### config.mk
export PLATFORM = sky130hd
export DESIGN_NAME = param_seq_detector
export DESIGN_NICKNAME = d
export VERILOG_FILES = /design/src/rtl/seq_det_pkg.sv /design/src/rtl/seq_match_counter.sv /design/src/rtl/param_seq_detector.sv
export SDC_FILE = /design/constraint.sdc
export NUM_CORES = 1
export LEC_CHECK = 0
export CAP_MARGIN = 5
export CORE_MARGIN = 3
export CORE_UTILIZATION = 48
export CTS_CLUSTER_SIZE = 30
export DETAILED_ROUTE_END_ITERATION = 16
export PLACE_DENSITY = 0.8
export SLEW_MARGIN = 10
export SYNTH_ARGS = -nofsm -noshare
export SYNTH_HDL_FRONTEND = slang
export SYNTH_SLANG_ARGS = --single-unit
### constraint.sdc
create_clock -name clk -period 2.4 [get_ports clk]
set_input_delay 0.6 -clock clk [delete_from_list [all_inputs] [get_ports clk]]
set_output_delay 0.6 -clock clk [all_outputs]
set_load 0.005 [all_outputs]
### src/rtl/seq_det_pkg.sv
// seq_det_pkg: shared helpers for the serial sequence detector family
package seq_det_pkg;
  function automatic int len_w(input int max_len);
    return $clog2(max_len) + 1;
  endfunction
  function automatic logic [63:0] sat_inc(input logic [63:0] v, input int w);
    logic [63:0] m;
    m = (64'd1 << w) - 64'd1;
    return (v == m) ? v : v + 64'd1;
  endfunction
endpackage

### src/rtl/seq_match_counter.sv
// seq_match_counter: saturating match counter, clear has priority over increment
module seq_match_counter import seq_det_pkg::*; #(
  parameter int CNT_W = 8
) (
  input  logic             clk,
  input  logic             rst,
  input  logic             inc,
  input  logic             clr,
  output logic [CNT_W-1:0] count,
  output logic             sat
);
  logic [63:0] w_next;
  assign w_next = sat_inc(64'(count), CNT_W);
  assign sat = &count;
  // count matches, sticking at all ones until cleared
  always_ff @(posedge clk or posedge rst)
    if (rst) count <= '0;
    else if (clr) count <= '0;
    else if (inc) count <= w_next[CNT_W-1:0];
endmodule

### src/rtl/param_seq_detector.sv
// param_seq_detector: programmable-length Mealy serial pattern detector with match counter
module param_seq_detector import seq_det_pkg::*; #(
  parameter int MAX_LEN = 8,
  parameter int CNT_W = 8,
  localparam int LEN_W = len_w(MAX_LEN)
) (
  input  logic               clk,
  input  logic               rst,
  input  logic               din,
  input  logic               din_valid,
  input  logic               cfg_load,
  input  logic [MAX_LEN-1:0] cfg_pattern,
  input  logic [LEN_W-1:0]   cfg_len,
  input  logic               cfg_overlap,
  input  logic               cnt_clr,
  output logic               dout,
  output logic [CNT_W-1:0]   match_count,
  output logic               cnt_sat
);
  localparam logic [LEN_W-1:0] AVAIL_MAX = LEN_W'(MAX_LEN - 1);
  logic [MAX_LEN-1:0] r_pat;
  logic [LEN_W-1:0]   r_len;
  logic               r_ovl;
  logic [MAX_LEN-2:0] r_hist;
  logic [LEN_W-1:0]   r_avail;
  logic [MAX_LEN-1:0] w_window;
  logic [MAX_LEN-1:0] w_mask;
  logic               w_active;
  logic               w_accept;
  logic               w_hit;
  assign w_window = {r_hist, din};
  assign w_active = (r_len != '0) && (int'(r_len) <= MAX_LEN);
  assign w_mask = {MAX_LEN{1'b1}} >> (MAX_LEN - int'(r_len));
  assign w_accept = din_valid & ~cfg_load;
  assign w_hit = w_active && (r_avail >= r_len - LEN_W'(1)) && (((w_window ^ r_pat) & w_mask) == '0);
  assign dout = w_accept & w_hit;
  // shadow configuration, captured only on cfg_load
  always_ff @(posedge clk or posedge rst)
    if (rst) begin
      r_pat <= '0;
      r_len <= '0;
      r_ovl <= 1'b0;
    end else if (cfg_load) begin
      r_pat <= cfg_pattern;
      r_len <= cfg_len;
      r_ovl <= cfg_overlap;
    end
  // history and fill count; a non-overlapping match restarts the fill count
  always_ff @(posedge clk or posedge rst)
    if (rst) begin
      r_hist  <= '0;
      r_avail <= '0;
    end else if (cfg_load) begin
      r_hist  <= '0;
      r_avail <= '0;
    end else if (din_valid) begin
      r_hist  <= w_window[MAX_LEN-2:0];
      r_avail <= (dout && !r_ovl) ? '0 : (r_avail == AVAIL_MAX) ? r_avail : r_avail + LEN_W'(1);
    end
  seq_match_counter #(.CNT_W(CNT_W)) u_cnt (
    .clk(clk),
    .rst(rst),
    .inc(dout),
    .clr(cnt_clr),
    .count(match_count),
    .sat(cnt_sat)
  );
endmodule

Word level (Yosys, flattened, before mapping)
Index checks and enable logic that the tools add are counted.
- output and inout bits: 10
- register bits: 32
- logic and storage cells: 43
- muxes and demuxes: 9
- equal/unequal tests: 4
- bitwise logic cells: 5
- magnitude comparators: 2
- shift-type cells: 1
- reduce and logical (&&, ||, !) cells: 12
- add/sub/neg operators: 4
- operator list (cell ; count):
    8-bit by 32-bit right shift with 8-bit output (first input constant) ; 1
    8-bit 2-to-1 mux ; 3
    4-bit 2-to-1 mux ; 4
    7-bit 2-to-1 mux ; 2
    8-bit by 1-bit adder with 8-bit output (second input constant) ; 1
    8-bit AND ; 1
    8-bit equality test (second input constant) ; 1
    8-bit logical NOT ; 1
    8-bit AND reduction ; 1
    8-bit XOR ; 1
    4-bit by 4-bit subtractor with 5-bit output (first input constant) ; 1
    4-bit by 1-bit adder with 4-bit output (second input constant) ; 1
    4-bit by 3-bit equality test with 1-bit output (second input constant) ; 1
    4-bit >= comparator ; 1
    4-bit less-or-equal comparator (second input constant) ; 1
    1-bit logical AND ; 4
    2-bit AND reduction ; 2
    2-bit nonzero test ; 2
    4-bit nonzero test ; 1
    4-bit by 1-bit subtractor with 4-bit output (second input constant) ; 1
    3-bit inequality test (second input constant) ; 1
    1-bit AND ; 2
    2-bit inequality test (second input constant) ; 1
    1-bit logical NOT ; 1
    1-bit NOT ; 1

Logic depth before layout (Yosys ltp)
- depth after elaboration: 10
- mapped depth: 11
- gate-level depth less buffers: 10

Cells and area by module
Synthesis repeated with hierarchy kept, for this count alone.
- cells, all modules: 170
- area total of the unflattened synthesis: 1808.0 um2
- by module, submodules not included (module ; cells each ; area an instance (um2) ; instances):
    param_seq_detector ; 118 ; 1307.5 ; 1
    seq_match_counter ; 52 ; 500.5 ; 1

Least setup slack after synthesis
Ideal clock, no wire load.
- path kind: reg-to-reg
- start: reg r_len[0]
- end: reg u_cnt.count[3]
- cell stages (with the launch flop): 12
- library setup time: 78 ps
- data arrival time: 2292 ps
- clock period less this slack: 2370 ps
- setup slack: 30 ps
- path through: dfrtp_1 -> inv_1 -> ha_1 -> xnor2_2 -> ha_1 -> o21ai_0 -> o21bai_1 -> and2b_2 -> nand3_2 -> buf_6 -> or3_1 -> a21oi_1
- word-level cells in the longest chain between the ends: 8
- RTL lines (what ; RTL line ; text):
    start: declaration ; param_seq_detector.sv:22 ; logic [LEN_W-1:0] r_len;
    start signal: assignment ; param_seq_detector.sv:45 ; r_len <= cfg_len;
    4-bit by 4-bit subtractor with 5-bit output ; param_seq_detector.sv:33 ; assign w_mask = {MAX_LEN{1'b1}} >> (MAX_LEN - int'(r_len));
    8-bit by 32-bit right shift with 8-bit output ; param_seq_detector.sv:33 ;
    8-bit AND ; param_seq_detector.sv:35 ; assign w_hit = w_active && (r_avail >= r_len - LEN_W'(1)) && (((w_window ^ r_pat) & w_mask) == '0);
    8-bit logical NOT ; param_seq_detector.sv:35 ;
    1-bit logical AND (*) ; param_seq_detector.sv:35 ;
    1-bit AND (*) ; param_seq_detector.sv:36 ; assign dout = w_accept & w_hit;
    2-bit nonzero test (no source line) (*) ; -- ;
    2-bit AND reduction (no source line) (*) ; -- ;
    end signal: assignment ; seq_match_counter.sv:19 ; else if (inc) count <= w_next[CNT_W-1:0];
    end: declaration ; seq_match_counter.sv:9 ; output logic [CNT_W-1:0] count,
Mark *: on every way between the ends. The rest lies on a longest branch, timed or not.
A chain may end at the register's enable or synchronous reset.

Final worst setup path
- start: reg r_len[0]
- end: out dout
- word-level cells in the longest chain between the ends: 6
- RTL lines (what ; RTL line ; text):
    4-bit by 4-bit subtractor with 5-bit output ; param_seq_detector.sv:33 ;
    8-bit by 32-bit right shift with 8-bit output ; param_seq_detector.sv:33 ;
    8-bit AND ; param_seq_detector.sv:35 ;
    8-bit logical NOT ; param_seq_detector.sv:35 ;
    1-bit logical AND (*) ; param_seq_detector.sv:35 ;
    1-bit AND (*) ; param_seq_detector.sv:36 ;
    end: declaration ; param_seq_detector.sv:16 ; output logic dout,
Marked as above.

==> out/metrics.sh <==
CP_COMMON_CELL='buf_6'
SEQUENTIALPOWERSHARE_PCT=42.8
NETS=262
LAYOUT.CELL_AREA.NON_FILLER_UM2=2610
CTS_TREE='yes'
CAP_VIOL_MAX_COUNT=0
POSTSYNTH.TOPFLOPCELL='dfrtp_1'
AREAGROWTHSYNTHTOFINISH_PCT=42.9
PORT-BUFFER-COUNT=28
PLACEDCELLCOUNT=264
CRITICAL_PATH.STARTPOINT='r_len[0]'
GRT_USAGE_PCT=23.2
SYNTH_AREA_PER_CELL_UM2=10.3
SYNTH_ENABLE_FLOP_CELLS=0
FINAL_MAX_SLEW_VIOL_COUNT=0
WORSTPATHREQUIRED_NS=1.80
NUMBER_OF_BUFFERS_INSERTED_FOR_HOLD_REPAIR_AFTER_CLOCK_TREE_SYNTHESIS=0
FIRST_GLOBAL_VIAS=1668
PEAKVDDDROP_mV=0.437
GRT.OVERFLOW.TOTAL=0
ROUTED-VIA-COUNT=1684
DRT-VIAS-PER-INSTANCE=5.95
R2R-START='r_len[0]'
CLOCK_SHARE_OF_POWER_PCT=30.3
GRT_PASS1_WL_UM=7830
POST_DETAILED_PLACEMENT_HALF_PERIMETER_WIRELENGTH_UM=2950
STATIC-LEAKAGE-POWER_nW=1.14
FINAL_PERIOD_MINUS_WORST_SETUP_SLACK_NS=2.70
TIMING.SLEW.HEADROOM_PCT=73.0
DETAIL_ROUTE.DRC_VIOLATIONS=0
FIRST_PASS_ITERS=4
FINALCRITPERIODSHARE_PCT=113
MAXIMUM_NUMBER_OF_PINS_ON_ONE_NET_BEFORE_GLOBAL_ROUTE_REPAIR=33
NUMCTSBUFFERS=5
FLOORPLAN.ROWS=21
CTSHTREEMAXLEVEL=2
FINISH.CELL_COUNT_WITHOUT_FILLERS=283
DIEAREA_UM2=4580
PWR_DENS_nW_PER_UM2=534
TIGHTEST_SLEW_NS=0.405
SYNTHESIS.INSTANCES=178
TIMING.FINAL.WS_SETUP_NS=-0.301
YS_SEQ_ELEMENTS=32
RSZ0062_AT_GRT='yes'
WORST_SETUP_HOLD_PATH_CLK_SLEW_NS=0.07
NETLIST_AREA_BEFORE_PLACEMENT_UM2=1830
POWER.SWITCHING_FRACTION_PCT=27.8
YS_ASYNC_SR_FRACTION_PCT=100
START_UTIL_PCT=52.3
WORST_EP_ARRIVAL_TIME_NS=2.10
CORE_UM2=3490
FINAL-SETUP-VIOL-COUNT=9
CLOCKBUFFERDEPTH=2
SYNTH_SEQUENTIAL_AREA_RATIO_PCT=43.8
TIMING.REG2REG.WORST_PATH_DEPTH=11
SKEW_NS=0.00708
FAILED_CHECKS='negative setup slack'
WORST_PATH_MAX_DELAY_CELL='dfrtp_1'
HP-CLASS='register to register'
ANTENNA_CELLS_INSERTED=0
DETAIL-ROUTE-ANTENNA-NETS=0
CTS_NUM_SINKS=32
ROUTED_WIRE_LENGTH_PER_INSTANCE_UM=18.3
GP_CONGESTION=0.834
TIMING.SETUP.CRITICAL_PATH_CLASS='register to output port'
SYNTH.YOSYS.WARNINGS=0
WORSTHOLDSTART='r_pat[1]'
DIE_W_UM=67.7
HOLD-WORST-SLACK_NS=0.534
PLACEDINSTANCEAREA_UM2=2260
SYNTHDISTINCTLIBCELLS=44
CP_SLOWEST_STAGE_DELAY_NS=0.41
CP-END-KIND='output port'
CLOCK-ROOT-BUFFER='clkbuf_8'
CLK_LATENCY_NS=0.29
CRITPATHLAUNCHTYPE='register'
PATH_MAX_FANOUT=2
SYNTH_FP_NETS=204
FIRST_ITER_VIOLATIONS=124
INTERNAL-POWER_mW=1.01
MAXCLOCKFREQUENCY_MHz=370
WORSTPATHCELLLIST='buf_6 -> nor3_4 -> xnor2_2 -> ha_1 -> o21ai_2 -> o21bai_1 -> buf_4 -> and3_4 -> buf_6'
WORSTHOLDPATHCELLS=1
ANTENNA_FOUND_INITIAL=0
POST_ROUTE_CELLS_DRIVE_ABOVE_1_SHARE_PCT=34.6
ROUTED_WL_UM=5180
FINALHOLDVIOLATIONS=0
DIE_H_UM=67.7
POWER.COMBINATIONAL.FRACTION_PCT=27.0
P_SW_mW=0.388
OUTCOME='finished, violations left'
DESIGN.PORTCOUNT=29
flip-flops by register name (all words and copies together) (netlist names):
signal,flops
r_ovl,1
r_hist,7
r_len,4
r_avail,4
r_pat,8
u_cnt.count,8
Yosys cell counts (all sizes together), types with 4 or more instances:
| library cell | instances | share of area [%] |
|---|---|---|
| inv | 8 | 1.6 |
| buf | 5 | 1.9 |
| mux2i | 8 | 4.4 |
| dfrtp | 32 | 44 |
| a21oi | 8 | 2.2 |
| nand3 | 9 | 2.7 |
| xor2 | 7 | 3.4 |
| mux2 | 12 | 7.4 |
| xnor2 | 4 | 2.3 |
| nor2 | 15 | 3.1 |
| nand2 | 10 | 2.1 |
| o21ai | 10 | 2.7 |
| nor2b | 4 | 1.4 |
| ha | 7 | 4.8 |
power groups by stage:
stage / sequential (mW) / clock [mW] / combinational [mW]
2_1_floorplan: 0.595 / 0 / 0.159
3_3_place_gp: 0.597 / 0 / 0.249
3_5_place_dp: 0.599 / 0 / 0.259
4_1_cts: 0.594 / 0.428 / 0.328
5_1_grt: 0.598 / 0.455 / 0.404
6_report: 0.595 / 0.421 / 0.376
cells in the final DEF, fill, tap and decap left out, drive strengths merged, types with 2 or more instances in the layout:
cell	Yosys	layout
and3	3	3
buf	5	31
nand3	9	9
or4	3	3
o31ai	3	3
xnor2	4	4
nand2	10	10
o211ai	3	3
clkdlybuf4s50	0	26
nor2b	4	4
ha	7	7
xor2	7	7
o21ba	2	2
a21oi	8	8
clkbuf	2	8
nand2b	2	2
o21ai	10	10
a211oi	3	3
mux2	12	12
nor3	2	2
nor4b	2	2
inv	8	8
nor2	15	15
mux2i	8	8
or3	2	2
dfrtp	32	32
routing by layer:
layer	vias to the layer above	part of all wire [%]	GRT usage, %
li1	752	-	-
met2	76	51	40.2
met3	18	5.5	5.32
met5	-	0	0
met1	838	41	28.2
met4	0	3.0	7.85
layout make-up:
cell class              instances  area (µm²)
clock buffers                   8        90.1
well taps                      46        57.6
multi-input cells             131        1100
inverters                       8        30.0
repair buffers                 58         528
fillers                       225         885
flip-flops and latches         32         802
kinds of logic after synthesis:
kind of cell	count (synthesis)	share of synthesized area, %
adder cells (fa/ha/maj)	7	4.79
AND/OR/NAND/NOR	57	16.5
flip-flops	32	43.8
AO/OA/AOI/OAI	36	13.4
XOR/XNOR	11	5.69
buffers and inverters	15	3.97
multiplexers	20	11.8
worst paths after layout:
check,to,slack (ns)
worst max-delay path,dout,-0.30
worst min-delay path,r_pat[1],0.53
worst max register to register,u_cnt.count[5],-0.17
worst min register to register,r_pat[1],0.53
max in group asynchronous,u_cnt.count[3],1.39
min in group asynchronous,u_cnt.count[6],0.70
per-stage QoR:
step | total power [mW] | utilization, % | TNS [ns] | setup slack (ns)
floorplan | 0.754 | - | 0 | 0.0298
global placement | 0.847 | 64.8 | -2.25 | -0.565
detailed placement | 0.858 | 64.8 | -2.92 | -0.611
CTS | 1.35 | 72.2 | -0.421 | -0.232
global route | 1.46 | 74.7 | -1.74 | -0.376
finish | 1.39 | 74.7 | -0.920 | -0.301
what timing repair did:
action,4_1_cts,5_1_grt
gates resized for setup,31,15
buffers inserted,11,5
setup endpoints to repair,9,13
pin swaps,13,21
critical path: cells and delay by family, from the launching register on:
| family | cells | cell delay, ns |
|---|---|---|
| flops | 1 | 0.41 |
| buf+inv | 3 | 0.38 |
| simple gates | 2 | 0.37 |
| fa+ha+maj | 1 | 0.30 |
| compound gates | 2 | 0.25 |
| xor+xnor | 1 | 0.10 |
Power figures use the tool's default switching activity.
